## config.mk

```make
export PLATFORM = sky130hd
export DESIGN_NAME = data_mem_arbiter
export DESIGN_NICKNAME = d
export VERILOG_FILES = /design/src/rtl/mem_arb_pkg.sv /design/src/rtl/mem_arb_rr_pick.sv /design/src/rtl/data_mem_arbiter.sv
export SDC_FILE = /design/constraint.sdc
export NUM_CORES = 1
export LEC_CHECK = 0
export CAP_MARGIN = 20
export CORE_MARGIN = 3
export CORE_UTILIZATION = 42
export DETAILED_ROUTE_END_ITERATION = 10
export HOLD_SLACK_MARGIN = 0.05
export PLACE_DENSITY = 0.95
export SLEW_MARGIN = 20
export SYNTH_ARGS = -nofsm -noshare
export SYNTH_HDL_FRONTEND = slang
export SYNTH_SLANG_ARGS = --single-unit
```

## constraint.sdc

```tcl
create_clock -name Clk -period 5.4 [get_ports Clk]
set_clock_uncertainty 0.1 [all_clocks]
set_input_delay 0.54 -clock Clk [delete_from_list [all_inputs] [get_ports Clk]]
set_output_delay 0.54 -clock Clk [all_outputs]
set_load 0.03 [all_outputs]
```

## src/rtl/mem_arb_pkg.sv

```systemverilog
// Shared definitions for the two-core data-memory arbiter.
//   arb_state_t  : arbiter FSM state encodings
//   CORE0/CORE1  : core index constants used for owner, pointer and winner
//   other_core() : index of the core that is not the given one
package mem_arb_pkg;

    typedef enum logic [1:0] {
        ST_IDLE  = 2'd0,
        ST_ISSUE = 2'd1,
        ST_DONE  = 2'd2
    } arb_state_t;

    localparam logic CORE0 = 1'b0;
    localparam logic CORE1 = 1'b1;

    function automatic logic other_core(input logic core);
        return ~core;
    endfunction

endpackage

```

## src/rtl/mem_arb_rr_pick.sv

```systemverilog
// Winner selection for the two-core arbiter (purely combinational).
// Ports:
//   req[1:0]   : per-core request, already masked by the caller where needed
//   ptr        : round-robin pointer, the core favoured when both request
//   locked     : a lock is in force; only lock_owner may be granted
//   lock_owner : core holding the lock
//   valid      : some core is granted
//   winner     : index of the granted core
module mem_arb_rr_pick
    import mem_arb_pkg::*;
(
    input  logic [1:0] req,
    input  logic       ptr,
    input  logic       locked,
    input  logic       lock_owner,
    output logic       valid,
    output logic       winner
);

    always_comb begin
        valid  = 1'b0;
        winner = ptr;
        if (locked) begin
            // The other core stays stalled even if it is the only requester.
            valid  = req[lock_owner];
            winner = lock_owner;
        end else if (req[CORE0] && req[CORE1]) begin
            valid  = 1'b1;
            winner = ptr;
        end else if (req[CORE0]) begin
            valid  = 1'b1;
            winner = CORE0;
        end else if (req[CORE1]) begin
            valid  = 1'b1;
            winner = CORE1;
        end
    end

endmodule

```

## src/rtl/data_mem_arbiter.sv

```systemverilog
// Two-core arbiter in front of a single shared DataMemory.
// Each access runs IDLE -> ISSUE -> DONE: the winner's command is latched into
// the mem_* registers, the strobe is driven for the ISSUE cycle, read data is
// captured at the end of ISSUE, and the owner's ack pulses during DONE. From
// DONE the other core can be taken straight into ISSUE, giving one access per
// two cycles under contention.
// Ports:
//   Clk, Reset                     : clock, synchronous active-high reset
//   cN_req/read/write/half/byte    : core N command, held until cN_ack
//   cN_lock                        : hold-grant hint (lock feature only)
//   cN_addr/wdata                  : core N address and write data
//   cN_ack, cN_rdata               : completion pulse and read data
//   mem_*                          : registered command to DataMemory
//   mem_rdata                      : combinational read data from DataMemory
// Build option: define MEM_ARB_LOCK_EN to enable lock handling; otherwise the
// cN_lock inputs are ignored and no lock state exists.
module data_mem_arbiter
    import mem_arb_pkg::*;
#(
    parameter int ADDR_W       = 32,
    parameter int DATA_W       = 32,
    parameter int LOCK_TIMEOUT = 16
) (
    input  logic              Clk,
    input  logic              Reset,
    input  logic              c0_req,
    input  logic              c0_read,
    input  logic              c0_write,
    input  logic              c0_half,
    input  logic              c0_byte,
    input  logic              c0_lock,
    input  logic [ADDR_W-1:0] c0_addr,
    input  logic [DATA_W-1:0] c0_wdata,
    input  logic              c1_req,
    input  logic              c1_read,
    input  logic              c1_write,
    input  logic              c1_half,
    input  logic              c1_byte,
    input  logic              c1_lock,
    input  logic [ADDR_W-1:0] c1_addr,
    input  logic [DATA_W-1:0] c1_wdata,
    output logic              c0_ack,
    output logic [DATA_W-1:0] c0_rdata,
    output logic              c1_ack,
    output logic [DATA_W-1:0] c1_rdata,
    output logic [ADDR_W-1:0] mem_addr,
    output logic [DATA_W-1:0] mem_wdata,
    output logic              mem_read,
    output logic              mem_write,
    output logic              mem_half,
    output logic              mem_byte,
    input  logic [DATA_W-1:0] mem_rdata
);

    // Per-core command views so the winner can be selected by index.
    logic [1:0]        req_vec;
    logic [1:0]        read_vec;
    logic [1:0]        write_vec;
    logic [1:0]        half_vec;
    logic [1:0]        byte_vec;
    logic [ADDR_W-1:0] addr_vec  [2];
    logic [DATA_W-1:0] wdata_vec [2];

    assign req_vec      = {c1_req,   c0_req};
    assign read_vec     = {c1_read,  c0_read};
    assign write_vec    = {c1_write, c0_write};
    assign half_vec     = {c1_half,  c0_half};
    assign byte_vec     = {c1_byte,  c0_byte};
    assign addr_vec[0]  = c0_addr;
    assign addr_vec[1]  = c1_addr;
    assign wdata_vec[0] = c0_wdata;
    assign wdata_vec[1] = c1_wdata;

    arb_state_t        state_reg;
    logic              ptr_reg;
    logic              owner_reg;
    logic [ADDR_W-1:0] mem_addr_reg;
    logic [DATA_W-1:0] mem_wdata_reg;
    logic              mem_read_reg;
    logic              mem_write_reg;
    logic              mem_half_reg;
    logic              mem_byte_reg;
    logic [1:0]        ack_reg;
    logic [DATA_W-1:0] rdata_reg [2];

`ifdef MEM_ARB_LOCK_EN
    localparam int CNT_W = $clog2(LOCK_TIMEOUT + 1);
    logic [1:0]        lock_vec;
    logic              cmd_lock_reg;
    logic              locked_reg;
    logic [CNT_W-1:0]  lock_cnt_reg;
    assign lock_vec = {c1_lock, c0_lock};
`else
    logic unused_lock;
    assign unused_lock = c0_lock ^ c1_lock;
`endif

    logic [1:0] pick_req;
    logic       pick_locked;
    logic       pick_valid;
    logic       pick_winner;
    logic       take_cmd;

    // In DONE the owner's request is still up (it is seeing its ack), so it
    // is masked; the lock decision there uses the lock bit of the access that
    // is completing now.
    always_comb begin
        pick_req    = req_vec;
        pick_locked = 1'b0;
        if (state_reg == ST_DONE) begin
            pick_req[owner_reg] = 1'b0;
        end
`ifdef MEM_ARB_LOCK_EN
        pick_locked = (state_reg == ST_DONE) ? cmd_lock_reg : locked_reg;
`endif
    end

    mem_arb_rr_pick u_pick (
        .req        (pick_req),
        .ptr        (ptr_reg),
        .locked     (pick_locked),
        .lock_owner (owner_reg),
        .valid      (pick_valid),
        .winner     (pick_winner)
    );

    assign take_cmd = pick_valid && (state_reg == ST_IDLE || state_reg == ST_DONE);

    always_ff @(posedge Clk) begin
        if (Reset) begin
            state_reg     <= ST_IDLE;
            ptr_reg       <= CORE0;
            owner_reg     <= CORE0;
            mem_addr_reg  <= '0;
            mem_wdata_reg <= '0;
            mem_read_reg  <= 1'b0;
            mem_write_reg <= 1'b0;
            mem_half_reg  <= 1'b0;
            mem_byte_reg  <= 1'b0;
            ack_reg       <= '0;
            rdata_reg[0]  <= '0;
            rdata_reg[1]  <= '0;
`ifdef MEM_ARB_LOCK_EN
            cmd_lock_reg  <= 1'b0;
            locked_reg    <= 1'b0;
            lock_cnt_reg  <= '0;
`endif
        end else begin
            ack_reg <= '0;
            case (state_reg)
                ST_IDLE: begin
                    if (pick_valid) begin
                        state_reg <= ST_ISSUE;
`ifdef MEM_ARB_LOCK_EN
                        lock_cnt_reg <= '0;
                    end else if (locked_reg) begin
                        // Owner idle while holding the lock: release after
                        // LOCK_TIMEOUT consecutive idle cycles.
                        if (lock_cnt_reg == CNT_W'(LOCK_TIMEOUT - 1)) begin
                            locked_reg   <= 1'b0;
                            lock_cnt_reg <= '0;
                            ptr_reg      <= other_core(owner_reg);
                        end else begin
                            lock_cnt_reg <= lock_cnt_reg + 1'b1;
                        end
`endif
                    end
                end
                ST_ISSUE: begin
                    // Strobe lasts exactly this one cycle; ack shows in DONE.
                    mem_read_reg  <= 1'b0;
                    mem_write_reg <= 1'b0;
                    if (mem_read_reg) begin
                        rdata_reg[owner_reg] <= mem_rdata;
                    end
                    ack_reg[owner_reg] <= 1'b1;
                    state_reg          <= ST_DONE;
                end
                ST_DONE: begin
                    ptr_reg   <= other_core(owner_reg);
                    state_reg <= pick_valid ? ST_ISSUE : ST_IDLE;
`ifdef MEM_ARB_LOCK_EN
                    locked_reg   <= cmd_lock_reg;
                    lock_cnt_reg <= '0;
`endif
                end
                default: state_reg <= ST_IDLE;
            endcase

            if (take_cmd) begin
                owner_reg     <= pick_winner;
                mem_addr_reg  <= addr_vec[pick_winner];
                mem_wdata_reg <= wdata_vec[pick_winner];
                mem_read_reg  <= read_vec[pick_winner];
                mem_write_reg <= write_vec[pick_winner];
                mem_half_reg  <= half_vec[pick_winner];
                mem_byte_reg  <= byte_vec[pick_winner];
`ifdef MEM_ARB_LOCK_EN
                cmd_lock_reg  <= lock_vec[pick_winner];
`endif
            end
        end
    end

    assign c0_ack    = ack_reg[0];
    assign c1_ack    = ack_reg[1];
    assign c0_rdata  = rdata_reg[0];
    assign c1_rdata  = rdata_reg[1];
    assign mem_addr  = mem_addr_reg;
    assign mem_wdata = mem_wdata_reg;
    assign mem_read  = mem_read_reg;
    assign mem_write = mem_write_reg;
    assign mem_half  = mem_half_reg;
    assign mem_byte  = mem_byte_reg;

endmodule

```

==> metrics.md <==
| Metric | Value |
|---|---|
| Synth async-reset ratio | 0% |
| Ys flop type | dfxtp_1 |
| Crit path from | Reset |
| Arr. time, crit path | 3.13 ns |
| Register area share after synthesis | between 60 and 70% |
| Vias per std cell | about 5.2 |
| Slew Limit Headroom | 37.2% |
| P_int | 2140 uW |
| Clock power frac | about two fifths |
| Post-CTS Hold Fix Bufs | 0 |
| Share of cells above drive strength 1 | 6.01% |
| Netlist cell types | 31 |
| Post-synth EDFFs | 64 |
| Xor and xnor area share after synthesis | 0% |
| Port-buffer cells | 305 |
| Largest net degree at the start of global routing | 70 |
| Finish-stage setup viols | 0 |
| Min-delay worst type | reg -> reg |
| Routability cong. | 0.774 |
| Post-Syn Area | 5480 sq um |
| P_sw | 796 uW |
| CTS tree | built |
| Post-synthesis adder-cell area fraction | 0% |
| Setup crit end | rdata_reg[1][27] |
| Height of the die | 120 um |
| Routed len/inst | about 19 um |
| CTS clk-pin slew, worst paths | 0.06 ns |
| Max VDD drop | 223 uV |
| H-Tree Depth | 4 |
| Die Wd | 120 um |
| DR iter-0 viols | 301 |
| Crit end category | register |
| Drt pass-1 iters | 4 |
| Synth warn | 0 |
| First-pass GRT wire length | approximately 26000 um |
| Reg power frac | 41.2% |
| Combinational share of power | 20.4% |
| Final hold vios | 0 |
| Initial Util | 43.2% |
| Cells after Synth | a little over 400 |
| Total track usage | 22.8% |
| Synth area leader | edfxtp_1 |
| Register-to-Register Path Depth | 4 |
| Vias after detailed routing | 4581 |
| Dpl hpwl | approximately 12000 um |
| CORE AREA | 12700 sq um |
| R2R Path End | rdata_reg[1][27] |
| Simple-Gate Fraction of Synth Area | 9.16% |
| Tcrit/Tclk final | 59.2% |
| Post-route insts no fill | 888 |
| Detailed-route DRC error count | 0 |
| Switching part of the total | 27.1% |
| Num rows | 41 |
| GR Overflow Total | 0 |
| Flip-flop and latch count after synthesis | 138 |
| Unrepaired setup endpoints after global routing | no |
| Most common cell after layout, fill and taps aside | clkdlybuf4s50_1 |
| Setup_tns | 0 ns |
| Max FO, Critical Path | 33 |
| Total Nets Final | 877 |
| Worst slew pin tran | between 0.9 and 1 ns |
| Avg Inst Size Synth | 13.5 sq um |
| Req. time, crit path | 5.33 ns |
| Layout area overhead | 68.1% |
| Worst R2R Setup Slack | 2.48 ns |
| Antenna diode count | 0 |
| LEAKAGE | 0.00365 uW |
| Clk Latency, worst-skew pair | 0.40 ns |
| Placed insts | 855 |
| Cts bufs inserted | 17 |
| Final min period | 3.20 ns |
| Max FFs per register | 64 |
| Status | complete, no violations |
| Slew Viols, Final | 0 |
| Area contributors post-synth | edfxtp_1, dfxtp_1, mux2i_1 |
| DRT antenna net count | 0 |
| CTS sink count | 138 |
| Setup Buffers After CTS | 0 |
| Cell area power density | between 300 and 400 nW/um^2 |
| Critical path launch point type | input port |
| I/O pin cnt | roughly 310 |
| Syn_nets | 579 |
| Resized Gates After CTS | 0 |
| DIE AREA | approximately 14000 sq um |
| CTS Buffer Depth | 2 |
| Largest family of logic cells by synthesized area | compound AO/OA/AOI/OAI gates |
| Max-Cap Viols | 0 |
| Share of the synthesized area in the top cell type | 35.1% |
| CTS root buffer | clkbuf_16 |
| Post-synthesis mux area share | 12.4% |
| Vias in the first global route | 4780 |
| FMAX | 313 MHz |
| Synth Area in Compound Gates | 12.5% |
| Worst r2r src | state_reg[0] |
| Most frequent cells in the layout | clkdlybuf4s50_1, dfxtp_1, mux2i_1, o2bb2ai_1, and2_1 |
| Initial antenna violation count | 0 |
| Post-Route WL | 17000 um |
| Crit Path Class | in -> reg |
-- metrics by stage --
step	setup WS [ns]	hold slack, ns	power, uW	cell area (sq um)	utilization (%)
2_1_floorplan	3.26	0.427	1520	5480	-
3_3_place_gp	1.95	0.343	1810	8600	67.9
5_1_grt	2.01	0.379	3030	9210	72.6
4_1_cts	2.22	0.365	2950	9180	72.4
6_report	2.20	0.363	2940	9210	72.6
3_5_place_dp	1.80	0.347	1830	8600	67.9
-- kinds of logic (layout without fill, tap and decap cells) --
logic type,after synthesis,count (layout)
flops,138,138
simple gates,83,83
mux,68,68
buf+inv,35,346
compound gates,81,81
-- how the worst min path moves through the flow --
stage,start,to,slack (ns),depth (start not counted)
2_1_floorplan,state_reg[0],ack_reg[0],0.43,2
3_3_place_gp,mem_addr[28],mem_addr[28],0.34,1
3_5_place_dp,mem_wdata[1],mem_wdata[1],0.35,1
4_1_cts,mem_wdata[5],mem_wdata[5],0.36,1
5_1_grt,mem_wdata[1],mem_wdata[1],0.38,1
6_report,mem_addr[5],mem_addr[5],0.36,1
-- worst max-delay path, stage by stage --
cell and delay, ns:
clkdlybuf4s50_1 0.61, nor3_1 0.36, and3_1 0.83, or2_2 0.76
-- area by class of cell --
type | instances | area, sq um
fill | 799 | 3470
multi-input combinational | 232 | 1880
clock inverter | 13 | 144
clock buffer | 19 | 433
timing repair buffer | 310 | 3110
inverter | 4 | 15.0
sequential | 138 | 3400
tap | 172 | 215
-- power by group through the flow --
| stage | clock (uW) | sequential, uW | combinational, uW |
|---|---|---|---|
| after floorplan | 0 | 1370 | 153 |
| after global placement | 0 | 1220 | 582 |
| after detailed placement | 0 | 1230 | 598 |
| after CTS | 1140 | 1210 | 601 |
| after global routing | 1180 | 1220 | 628 |
| final | 1130 | 1210 | 600 |
-- routing by layer --
layer | up-vias | part of all wire [%] | GRT usage, %
met4 | 0 | 3.1 | 9.66
li1 | 2102 | - | -
met3 | 39 | 8.9 | 7.25
met1 | 2197 | 37 | 25.7
met2 | 243 | 51 | 39.8
met5 | - | 0 | 0
-- Yosys cell counts, types with 2 or more instances --
| cell type | number |
|---|---|
| or2_2 | 2 |
| inv_2 | 3 |
| buf_2 | 13 |
| buf_1 | 2 |
| dfxtp_1 | 74 |
| clkbuf_1 | 8 |
| edfxtp_1 | 64 |
| mux2i_1 | 68 |
| o2bb2ai_1 | 68 |
| buf_4 | 5 |
| buf_12 | 2 |
| o21ai_0 | 2 |
| nand2b_1 | 3 |
| and2_1 | 65 |
| nor2_1 | 5 |
| a21oi_1 | 4 |
| nor3_1 | 3 |
Note: power is estimated with default switching activity, not from simulation.
